$ cat config.mk
export PLATFORM = sky130hd
export DESIGN_NAME = dds_phase_accumulator
export DESIGN_NICKNAME = d
export VERILOG_FILES = /design/src/rtl/dds_phase_accumulator.sv
export SDC_FILE = /design/constraint.sdc
export NUM_CORES = 1
export LEC_CHECK = 0
export ABC_AREA = 1
export BUFFER_PORTS_ARGS = -buffer_cell sky130_fd_sc_hd__buf_2
export CAP_MARGIN = 30
export CORE_MARGIN = 2
export CORE_UTILIZATION = 61
export DETAILED_ROUTE_END_ITERATION = 16
export PLACE_DENSITY = 0.82
export RECOVER_POWER = 25
export SLEW_MARGIN = 20
export SYNTH_ARGS = -nofsm -noshare
export SYNTH_HDL_FRONTEND = slang
export SYNTH_SLANG_ARGS = --single-unit
export TNS_END_PERCENT = 100
$ cat constraint.sdc
create_clock -name clk -period 6.77 [get_ports clk]
set_input_delay 0.677 -clock clk [delete_from_list [all_inputs] [get_ports clk]]
set_output_delay 0.677 -clock clk [all_outputs]
set_load 0.01 [all_outputs]
$ cat src/rtl/dds_phase_accumulator.sv
// DDS phase accumulator.
// Integrates a frequency tuning word every enabled clock and presents the top
// PHASE_BIT bits of the accumulator, plus a phase offset, as a registered ROM
// address. New tuning words are double-buffered: accepted into a shadow
// register and moved into the active register only at a safe point (wrap edge,
// while halted, while the active word is zero, or on a phase clear). This keeps
// frequency changes glitch-free.

`ifndef ROM_PHASE_BIT
`define ROM_PHASE_BIT 10
`endif

module dds_phase_accumulator #(
  parameter int ACC_BIT   = 32,
  parameter int PHASE_BIT = `ROM_PHASE_BIT
) (
  input  logic                 clk,
  input  logic                 rst,
  input  logic                 en,
  input  logic                 sync,
  input  logic [ACC_BIT-1:0]   ftw_in,
  input  logic                 ftw_valid,
  output logic                 ftw_ready,
  input  logic [PHASE_BIT-1:0] poff,
  output logic [PHASE_BIT-1:0] phase,
  output logic                 wrap
);

  logic [ACC_BIT-1:0]   acc_q, acc_d;
  logic [ACC_BIT-1:0]   ftw_act_q, ftw_act_d;
  logic [ACC_BIT-1:0]   ftw_shd_q, ftw_shd_d;
  logic                 pend_q, pend_d;
  logic [PHASE_BIT-1:0] phase_q, phase_d;
  logic                 wrap_q, wrap_d;
  logic [ACC_BIT:0]     sum;
  logic                 carry;
  logic                 accept;
  logic                 transfer;

  // Accumulator update: add the active word when enabled, phase clear wins over enable.
  always_comb begin
    sum     = {1'b0, acc_q} + {1'b0, ftw_act_q};
    acc_d   = acc_q;
    carry   = 1'b0;
    if (sync) begin
      acc_d = '0;
      carry = 1'b0;
    end else if (en) begin
      acc_d = sum[ACC_BIT-1:0];
      carry = sum[ACC_BIT];
    end
    phase_d = acc_d[ACC_BIT-1 -: PHASE_BIT] + poff;
    wrap_d  = carry;
  end

  // Tuning word handshake: accept into the shadow, move to active only at a safe point.
  always_comb begin
    accept    = ftw_valid & ~pend_q;
    transfer  = pend_q & (carry | ~en | (ftw_act_q == '0) | sync);
    ftw_act_d = ftw_act_q;
    ftw_shd_d = ftw_shd_q;
    pend_d    = pend_q;
    if (transfer) begin
      ftw_act_d = ftw_shd_q;
      pend_d    = 1'b0;
    end
    if (accept) begin
      ftw_shd_d = ftw_in;
      pend_d    = 1'b1;
    end
  end

  // State registers with immediate reset; reset discards any pending word.
  always_ff @(posedge clk or posedge rst) begin
    if (rst) begin
      acc_q     <= '0;
      ftw_act_q <= '0;
      ftw_shd_q <= '0;
      pend_q    <= 1'b0;
      phase_q   <= '0;
      wrap_q    <= 1'b0;
    end else begin
      acc_q     <= acc_d;
      ftw_act_q <= ftw_act_d;
      ftw_shd_q <= ftw_shd_d;
      pend_q    <= pend_d;
      phase_q   <= phase_d;
      wrap_q    <= wrap_d;
    end
  end

  assign ftw_ready = ~pend_q;
  assign phase     = phase_q;
  assign wrap      = wrap_q;

endmodule

* Yosys cells after proc, flatten, opt, wreduce, memory -nomap -nowiden
Index checks and enable logic that the tools add are counted.
Widths: inputs -> output; s select.
** Storage, ports and cells
- Output and inout port bits :: 12
- Input port bits :: 47
- Flip-flop bits (word level) :: 108
** Cells by class
- Reductions and logical operators :: 3
- Bitwise gates (word level) :: 7
- Multiplexer cells :: 6
- Add/sub/neg operators :: 2
** Operators by type and width (count)
- $mux 32 :: 2
- $add 32x32->33 :: 1
- $logic_not 32->1 :: 1
- $add 10x10->10 :: 1
- $mux 1 :: 4
- $reduce_bool 2->1 :: 2
- $or 1x1->1 :: 3
- $and 1x1->1 :: 2
- $not 1->1 :: 2

* Longest topological paths before layout
Gate-level depths: netlist of run 1.
- Depth after elaboration :: 9
- Depth in mapped cells :: 28
- Mapped depth without buffers :: 28

* Worst setup path after synthesis of run 1
Ideal clock, no wire load.
- Kind :: reg-to-reg
- Start :: register ftw_act_q[0]
- End :: register phase_q[8], in the netlist phase[8]
- Period minus slack after synthesis :: 3472 ps
- Path slack :: 3298 ps
- Setup time :: 131 ps
- Cell stages (with the launch flop) :: 25
- Data arrival time :: 3341 ps
- Buffers on the path :: 0
- Path through :: dfrtp_1 ha_1 inv_1 fa_1 inv_1 nand2_1 o21ai_4 a21boi_2 o21ai_0 nand2_1 nand2_1 a21oi_1 o21ai_0 nand2_1 ha_1 fa_1 nand3_1 nand2_1 nand2_1 nand2_1 a21oi_1 inv_1 a21oi_1 o21ai_0 xor2_1
** On the way
- Longest elaborated chain between the ends :: 4
** Ends and longest elaborated chain
- start, declared :: line 30 : logic [ACC_BIT-1:0] ftw_act_q, ftw_act_d;
- start signal, assigned :: line 84 : ftw_act_q <= ftw_act_d;
- $add 32x32->33 :: line 42 : sum = {1'b0, acc_q} + {1'b0, ftw_act_q};
- $mux 32 :: line 48 : end else if (en) begin
- $mux 32 :: line 45 : if (sync) begin
- via acc_d[22] :: line 29 : logic [ACC_BIT-1:0] acc_q, acc_d;
- $add 10x10->10 :: line 52 : phase_d = acc_d[ACC_BIT-1 -: PHASE_BIT] + poff;
- via phase_d[8] :: line 33 : logic [PHASE_BIT-1:0] phase_q, phase_d;
- end signal, assigned :: line 87 : phase_q <= phase_d;
- end, declared :: line 33
The timed path passes the listed nets, and every way through them passes these cells. The select of a mux whose other input is x is not followed.
A chain may end at the register's enable or synchronous reset.

* Final worst setup path of run 1
Ends and elaborated chain as after synthesis.

==> flow_metrics.py, run 1 <==
metrics = {
    "placed_design": {
        "detailed_place_hpwl_um": 11200,
        "pre_cts_slack_ps": 2810,
        "placed_area_um2": 6720,
        "place_congestion": 0.972,
        "portBuffers": 58,
    },
    "cts": {
        "clkLatencyLatePin_ps": 400,
        "hold_buffers": 0,
        "postCtsResizedCells": 0,
        "cts_tree": "yes",
        "clock_path_buffers": 2,
        "clk_transition_reported_paths_ps": 120,
        "cts_setup_buffers": 0,
        "clock-sinks": 108,
        "cts_root_buf": "clkbuf_8",
        "numCtsBuffers": 9,
        "h-tree-depth": 3,
    },
    "worst_setup_path": {
        "r2r_start": "ftw_act_q[0]$_DFFE_PP0P_",
        "crit_buf_inv": 3,
        "cp.arrival_ps": 4240,
        "critPathMaxStageDelay_ps": 410,
        "crit_top_cell": "nand2_1",
        "cp_slowest_cell": "fa_1",
        "path_cells": "ha_1, inv_1, fa_1, inv_1, nand2_1, o21ai_4, a21boi_2, o21ai_0, nand2_1, nand2_1, a21oi_1, o21ai_0, nand2_1, ha_1, fa_1, nand3_1, nand2_1, nand2_1, nand2_1, a21oi_1, inv_1, a21oi_1, o21ai_0, xor2_1",
        "critPathMaxFanout": 4,
        "rr_worst_depth": 24,
        "startpoint_type": "register",
        "crit_family": "adder cells",
        "worstReg2RegEnd": "phase[8]$_DFF_PP0_",
        "reg2reg_slack_ps": 2810,
        "required_ps": 7040,
        "worstSetupPathType": "register to register",
        "cp-end-kind": "register",
    },
    "logic_synthesis": {
        "avgSynthCellArea_um2": 8.24,
        "ys_ff_latch": 108,
        "synth_edf_count": 0,
        "synth-simple-area-share": 0.257,
        "ys_warn_count": 0,
        "synthArstFlopShare": 1.00,
        "synth_ff_type": "dfrtp_1",
        "synthXorXnorAreaFrac": 0.0111,
        "synth_fa_ha_area_frac": 0.0877,
        "synth_compound_area_frac": 0.109,
        "syn-num-nets": 855,
        "synthCells": 765,
        "seq_area_frac_synth": 0.429,
        "netlist_area_um2": 6310,
        "synth.area.mux_share": 0.0571,
        "synth.distinct_cells": 46,
        "synth_top_family_by_area": "simple AND/OR/NAND/NOR gates",
    },
    "drt": {
        "drt_iter0_drc": 348,
        "via_per_inst": 5.63,
        "ant_nets": 0,
        "finalWirelength_um": 14900,
        "firstDrtPassIters": 5,
        "via_count": 5409,
        "avgRoutedWirePerCell_um": 15.5,
        "drc": 0,
    },
    "power": {
        "p_int_mw": 1.52,
        "power_leakage_nw": 3.57,
        "combPwrFrac": 0.477,
        "finalPower_mw": 2.79,
        "peakVddDrop_mv": 0.254,
        "seqPwrFrac": 0.378,
        "p_per_area_nw_per_um2": 402,
        "switching_share": 0.455,
        "p_sw_mw": 1.27,
        "pwr-share-clk": 0.144,
    },
    "global_routing": {
        "antenna_found_initial": 0,
        "grt_max_degree": 74,
        "grt_pass1_wl_um": 24600,
        "grt-ovfl-total": 0,
        "grt_pass1_vias": 5127,
        "grtUsageTotal": 0.279,
    },
    "die": {
        "dieArea_um2": 11200,
        "die_w_um": 106,
        "initial_core_util": 0.619,
        "fp.dieH_um": 106,
        "fp-row-count": 37,
        "pin_count": 59,
        "core_area_um2": 10200,
    },
    "sta": {
        "rsz0062_at_grt": "no",
        "report.final.slew_viol_count": 33,
        "min_period_over_period": 0.585,
        "fin_skew_ps": 18.1,
        "hold_viol_final": 0,
        "fin_crit_ps": 3960,
        "setup_slack_ps": 2810,
        "fmax_mhz": 252,
        "slew_headroom": -0.0732,
        "finalSetupViolCount": 0,
        "worst_slew_pin_slew_ps": 1610,
        "final.setup.tns_ps": 0,
    },
    "cells_and_area": {
        "areaGrowthSynthToFinish_pct": 9.98,
        "post_route_cells_drive_above_1_share": 0.158,
        "fillers": 832,
        "nets": 910,
        "final_util": 0.681,
        "num_antenna_cells": 0,
        "final_area_um2": 6940,
    },
    "hold_path": {
        "min_from": "sync",
        "whs_path_depth": 2,
        "hold_class": "input pin to register",
        "min_to": "acc_q[5]$_DFFE_PP0P_",
    },
    "job": {
        "cap_violations": 2,
    },
    "run_status": {
        "status": "complete, but fails checks",
        "violations": "max-capacitance violations, max-slew violations",
    },
}
[synth_stat cells, types with 5 or more instances]
cell / count / share of area
o21bai_1: 5 / 0.0060
inv_1: 54 / 0.032
ha_1: 41 / 0.081
dfrtp_1: 108 / 0.43
a21oi_1: 50 / 0.040
nand2_1: 251 / 0.15
nand4_1: 5 / 0.0050
or2_2: 5 / 0.0050
nand3b_1: 5 / 0.0060
xor2_1: 5 / 0.0069
nor2_1: 44 / 0.026
nor3_1: 8 / 0.0063
mux2_2: 32 / 0.057
nor4_1: 9 / 0.0089
o21ai_0: 35 / 0.028
nand3_1: 51 / 0.040
clkbuf_1: 9 / 0.0054
[sequential cells by signal, indices dropped and copies added, names as in the netlist]
register and count:
ftw_shd_q 32, pend_q 1, acc_q 32, wrap 1, ftw_act_q 32, phase 10
[cell families (layout without fill, tap and decap cells)]
kind of cell    Yosys count  count (layout)
flops                   108             108
xor+xnor                  8               8
simple gates            385             385
mux                      32              32
buf+inv                  74             134
compound gates          115             115
fa+ha+maj                43              43
[worst reg2reg max path, delay by kind of cell (launching register included)]
| family | cells | cell delay (ps) |
|---|---|---|
| AO/OA/AOI/OAI | 8 | 1140 |
| XOR/XNOR | 1 | 160 |
| adder cells (fa/ha/maj) | 4 | 1180 |
| buffers and inverters | 3 | 200 |
| flip-flops | 1 | 400 |
| AND/OR/NAND/NOR | 8 | 750 |
[power by group through the flow]
stage | clock network [mW] | registers (mW) | logic [mW]
floorplan | 0 | 1.01 | 1.00
global placement | 0 | 1.05 | 1.25
detailed placement | 0 | 1.06 | 1.30
CTS | 0.410 | 1.05 | 1.31
global route | 0.436 | 1.08 | 1.50
finish | 0.402 | 1.06 | 1.33
[per-layer routing]
metal / global-route usage / part of all wire / vias up
met2: 0.457 / 0.48 / 174
met4: 0.0686 / 0.0089 / 0
met5: 0 / 0 / -
li1: - / - / 2667
met3: 0.0588 / 0.062 / 10
met1: 0.382 / 0.45 / 2558
[area by class of cell]
class / instances / area [um^2] / share of cell area
Multi-Input combinational cell: 583 / 3290 / 0.475
Sequential cell: 108 / 2700 / 0.390
Timing Repair Buffer: 63 / 360 / 0.0520
Inverter: 55 / 208 / 0.0299
Tap cell: 136 / 170 / 0.0245
Clock buffer: 10 / 138 / 0.0198
Clock inverter: 6 / 63.8 / 0.00920
[metrics by stage]
step / std cells / hold WS [ps]
detailed placement: 944 / 477
global placement: 943 / 469
floorplan: 765 / 455
finish: 961 / 489
global route: 961 / 489
CTS: 960 / 285
[worst max-delay path by stage]
stage | start | endpoint | cells past startpoint
after floorplan | rst | acc_q[0]$_DFFE_PP0P_ | 1
after global placement | ftw_act_q[0]$_DFFE_PP0P_ | phase[8]$_DFF_PP0_ | 24
after detailed placement | ftw_act_q[0]$_DFFE_PP0P_ | phase[8]$_DFF_PP0_ | 24
after CTS | ftw_act_q[0]$_DFFE_PP0P_ | phase[8]$_DFF_PP0_ | 24
after global routing | ftw_act_q[0]$_DFFE_PP0P_ | phase[9]$_DFF_PP0_ | 28
final | ftw_act_q[0]$_DFFE_PP0P_ | phase[8]$_DFF_PP0_ | 24
[cell usage in the layout (no fill, tap or decap), drive strengths merged]
cell / synthesis / final
a211oi: 2 / 2
a21boi: 3 / 3
a21o: 2 / 2
a21oi: 52 / 52
a22o: 1 / 1
a31oi: 3 / 3
a32o: 2 / 2
buf: 10 / 61
clkbuf: 9 / 12
clkinv: 0 / 1
clkinvlp: 0 / 2
dfrtp: 108 / 108
fa: 2 / 2
ha: 41 / 41
inv: 55 / 58
mux2: 32 / 32
nand2: 254 / 254
nand3: 52 / 52
nand3b: 5 / 5
nand4: 5 / 5
nor2: 46 / 46
nor3: 8 / 8
nor3b: 1 / 1
nor4: 9 / 9
o2111ai: 1 / 1
o211ai: 1 / 1
o21a: 3 / 3
o21ai: 39 / 39
o21bai: 5 / 5
o31ai: 1 / 1
or2: 5 / 5
xnor2: 3 / 3
xor2: 5 / 5
No activity file was read; power rests on OpenSTA's default activity.
==> inputs of run 2 (changes only) <==
--- a/config.mk
+++ b/config.mk
@@ -5,13 +5,13 @@
 export SDC_FILE = /design/constraint.sdc
 export NUM_CORES = 1
 export LEC_CHECK = 0
-export ABC_AREA = 1
+export ABC_AREA = 0
 export BUFFER_PORTS_ARGS = -buffer_cell sky130_fd_sc_hd__buf_2
 export CAP_MARGIN = 30
 export CORE_MARGIN = 2
 export CORE_UTILIZATION = 61
 export DETAILED_ROUTE_END_ITERATION = 16
-export PLACE_DENSITY = 0.82
+export PLACE_DENSITY = 0.81
 export RECOVER_POWER = 25
 export SLEW_MARGIN = 20
 export SYNTH_ARGS = -nofsm -noshare
==> constraint.sdc (replaced) <==
create_clock -name clk -period 3.8 [get_ports clk]
set_input_delay 0.38 -clock clk [delete_from_list [all_inputs] [get_ports clk]]
set_output_delay 0.38 -clock clk [all_outputs]
set_load 0.01 [all_outputs]
==> run 2 against run 1 <==
Compared with the run above: the flow finishes with violations (max-capacitance violations, max-slew violations, negative setup slack); cell area is 22% higher; combinational power grew to 3.6 times the previous value; worst setup slack lost 3000 ps; clock power is 130% higher; critical path depth fell by 7; sequential cell count is the same; critical endpoint is now phase[9]$_DFF_PP0_; largest power group unchanged.
==> flow_metrics.py, run 2 <==
metrics = {
    "run_status": {
        "status": "complete, but fails checks",
        "violations": "max-capacitance violations, max-slew violations, negative setup slack",
    },
    "die": {
        "fp.dieH_um": 111,
        "fp-row-count": 38,
        "initial_core_util": 0.632,
        "core_area_um2": 11000,
        "die_w_um": 111,
        "dieArea_um2": 12300,
        "pin_count": 59,
    },
    "sta": {
        "min_period_over_period": 1.04,
        "report.final.slew_viol_count": 109,
        "setup_slack_ps": -166,
        "finalSetupViolCount": 3,
        "fin_crit_ps": 3970,
        "final.setup.tns_ps": -384,
        "fmax_mhz": 252,
        "rsz0062_at_grt": "yes",
        "fin_skew_ps": 11.6,
        "hold_viol_final": 0,
        "slew_headroom": -0.782,
        "worst_slew_pin_slew_ps": 2670,
    },
    "global_routing": {
        "grt-ovfl-total": 0,
        "antenna_found_initial": 0,
        "grt_pass1_vias": 6070,
        "grtUsageTotal": 0.302,
        "grt_max_degree": 109,
        "grt_pass1_wl_um": 30300,
    },
    "drt": {
        "drc": 0,
        "avgRoutedWirePerCell_um": 19.2,
        "ant_nets": 0,
        "drt_iter0_drc": 527,
        "finalWirelength_um": 18400,
        "via_count": 6152,
        "firstDrtPassIters": 5,
        "via_per_inst": 6.40,
    },
    "placed_design": {
        "numPlacedInstances": 924,
        "portBuffers": 58,
        "detailed_place_hpwl_um": 12500,
        "placed_area_um2": 7870,
        "place_congestion": 0.933,
    },
    "cts": {
        "cts_root_buf": "clkbuf_16",
        "clk_transition_reported_paths_ps": 70,
        "clock-sinks": 108,
        "cts_tree": "yes",
        "clkLatencyLatePin_ps": 370,
        "numCtsBuffers": 9,
        "h-tree-depth": 3,
        "clock_path_buffers": 2,
        "hold_buffers": 0,
    },
    "worst_setup_path": {
        "required_ps": 4040,
        "worstSetupPathType": "register to register",
        "cp.arrival_ps": 4200,
        "cp-end-kind": "register",
        "rr_worst_depth": 17,
        "reg2reg_slack_ps": -170,
        "startpoint_type": "register",
        "critPathMaxFanout": 4,
    },
    "logic_synthesis": {
        "synthCells": 688,
        "synth_commonest_cells": "dfrtp_1, nand2_1, nor2_1",
        "synthArstFlopShare": 1.00,
        "synth_top_area_frac": 0.389,
        "seq_area_frac_synth": 0.389,
        "ys_top_cells_by_area": "dfrtp_1, ha_1, o211ai_2",
        "ys_ff_latch": 108,
        "ys_warn_count": 0,
        "synth_top_cell_by_area": "dfrtp_1",
        "synth_edf_count": 0,
        "synth.distinct_cells": 69,
        "synth.most_common_cell": "dfrtp_1",
        "avgSynthCellArea_um2": 10.1,
        "netlist_area_um2": 6950,
        "syn-num-nets": 778,
        "synth_ff_type": "dfrtp_1",
    },
    "cells_and_area": {
        "areaGrowthSynthToFinish_pct": 21.8,
        "fillers": 692,
        "reg.largest.list": "acc_q: 32 flops, ftw_act_q: 32 flops, ftw_shd_q: 32 flops",
        "fin_cells": 962,
        "layout_common_cells": "dfrtp_1, buf_4, nand2_1",
        "post_route_cells_drive_above_1_share": 0.333,
        "final_common_cell": "dfrtp_1",
        "final_util": 0.771,
        "nets": 907,
        "final_area_um2": 8460,
        "num_antenna_cells": 0,
    },
    "power": {
        "finalPower_mw": 7.74,
        "p_per_area_nw_per_um2": 914,
        "peakVddDrop_mv": 0.551,
        "power_leakage_nw": 3.90,
    },
    "job": {
        "cap_violations": 1,
    },
    "hold_path": {
        "whs_path_depth": 2,
        "hold_class": "input pin to register",
    },
}
[run 2: final timing paths]
path / startpoint / end
hold / removal: ftw_in[3] / ftw_shd_q[3]$_DFFE_PP0P_
max in group asynchronous: rst / ftw_act_q[8]$_DFFE_PP0P_
setup reg to reg: ftw_act_q[0]$_DFFE_PP0P_ / phase[9]$_DFF_PP0_
min in group asynchronous: rst / ftw_shd_q[6]$_DFFE_PP0P_
hold reg to reg: acc_q[20]$_DFFE_PP0P_ / acc_q[20]$_DFFE_PP0P_
setup / recovery: ftw_act_q[0]$_DFFE_PP0P_ / phase[9]$_DFF_PP0_
[run 2: where the power goes]
part	switching, mW	internal (mW)
Clock	0.444	0.468
Combinational	2.63	2.20
Sequential	0.391	1.60
Total	3.46	4.27
[run 2: kinds of logic (layout without fill, tap and decap cells)]
group	Yosys count	count (layout)	synth area share
AO/OA/AOI/OAI	236	236	0.269
AND/OR/NAND/NOR	163	163	0.112
flip-flops	108	108	0.389
buffers and inverters	61	195	0.0384
multiplexers	48	48	0.0749
adder cells (fa/ha/maj)	43	43	0.0796
XOR/XNOR	29	29	0.0366
[run 2: area by class of cell]
type                       instances  area, um^2  area share
multi-input combinational        519        4160       0.492
sequential                       108        2700       0.319
timing repair buffer             159        1060       0.126
clock buffer                      12         246      0.0291
tap                              140         175      0.0207
inverter                          20        76.3     0.00902
clock inverter                     4        33.8     0.00399
[run 2: routing by layer]
metal	vias to the layer above	wire length [um]	global-route usage
li1	2859	-	-
met1	3022	7850	0.415
met2	248	8980	0.499
met3	23	1370	0.0645
met4	0	227	0.0625
met5	-	0	0
[run 2: repair_timing]
| item | in CTS | in global routing |
|---|---|---|
| resized for setup | 19 | 16 |
| setup endpoints to repair | 3 | 7 |
| setup buffers | 18 | 4 |
| hold endpoints to repair | 0 | 0 |
| pin swaps | 25 | 22 |
[run 2: through the flow]
stage	setup slack [ps]	hold slack (ps)
final	-166	246
after global routing	-340	244
after CTS	-2.59	192
after detailed placement	-164	486
after global placement	-64.3	472
after floorplan	9.70	456
[run 2: worst max-delay path: stages, from the launching register on]
cell and delay, ps:
dfrtp_1 400, ha_4 160, inv_2 40, fa_2 330, and2b_1 240, o2111ai_2 140
nand3b_1 170, a22oi_4 120, o21ai_4 250, a21oi_1 110, or3_1 360, a311oi_2 310
ha_1 320, a21oi_1 160, o21a_1 180, nor4bb_1 60, a311o_1 320, xor2_1 140
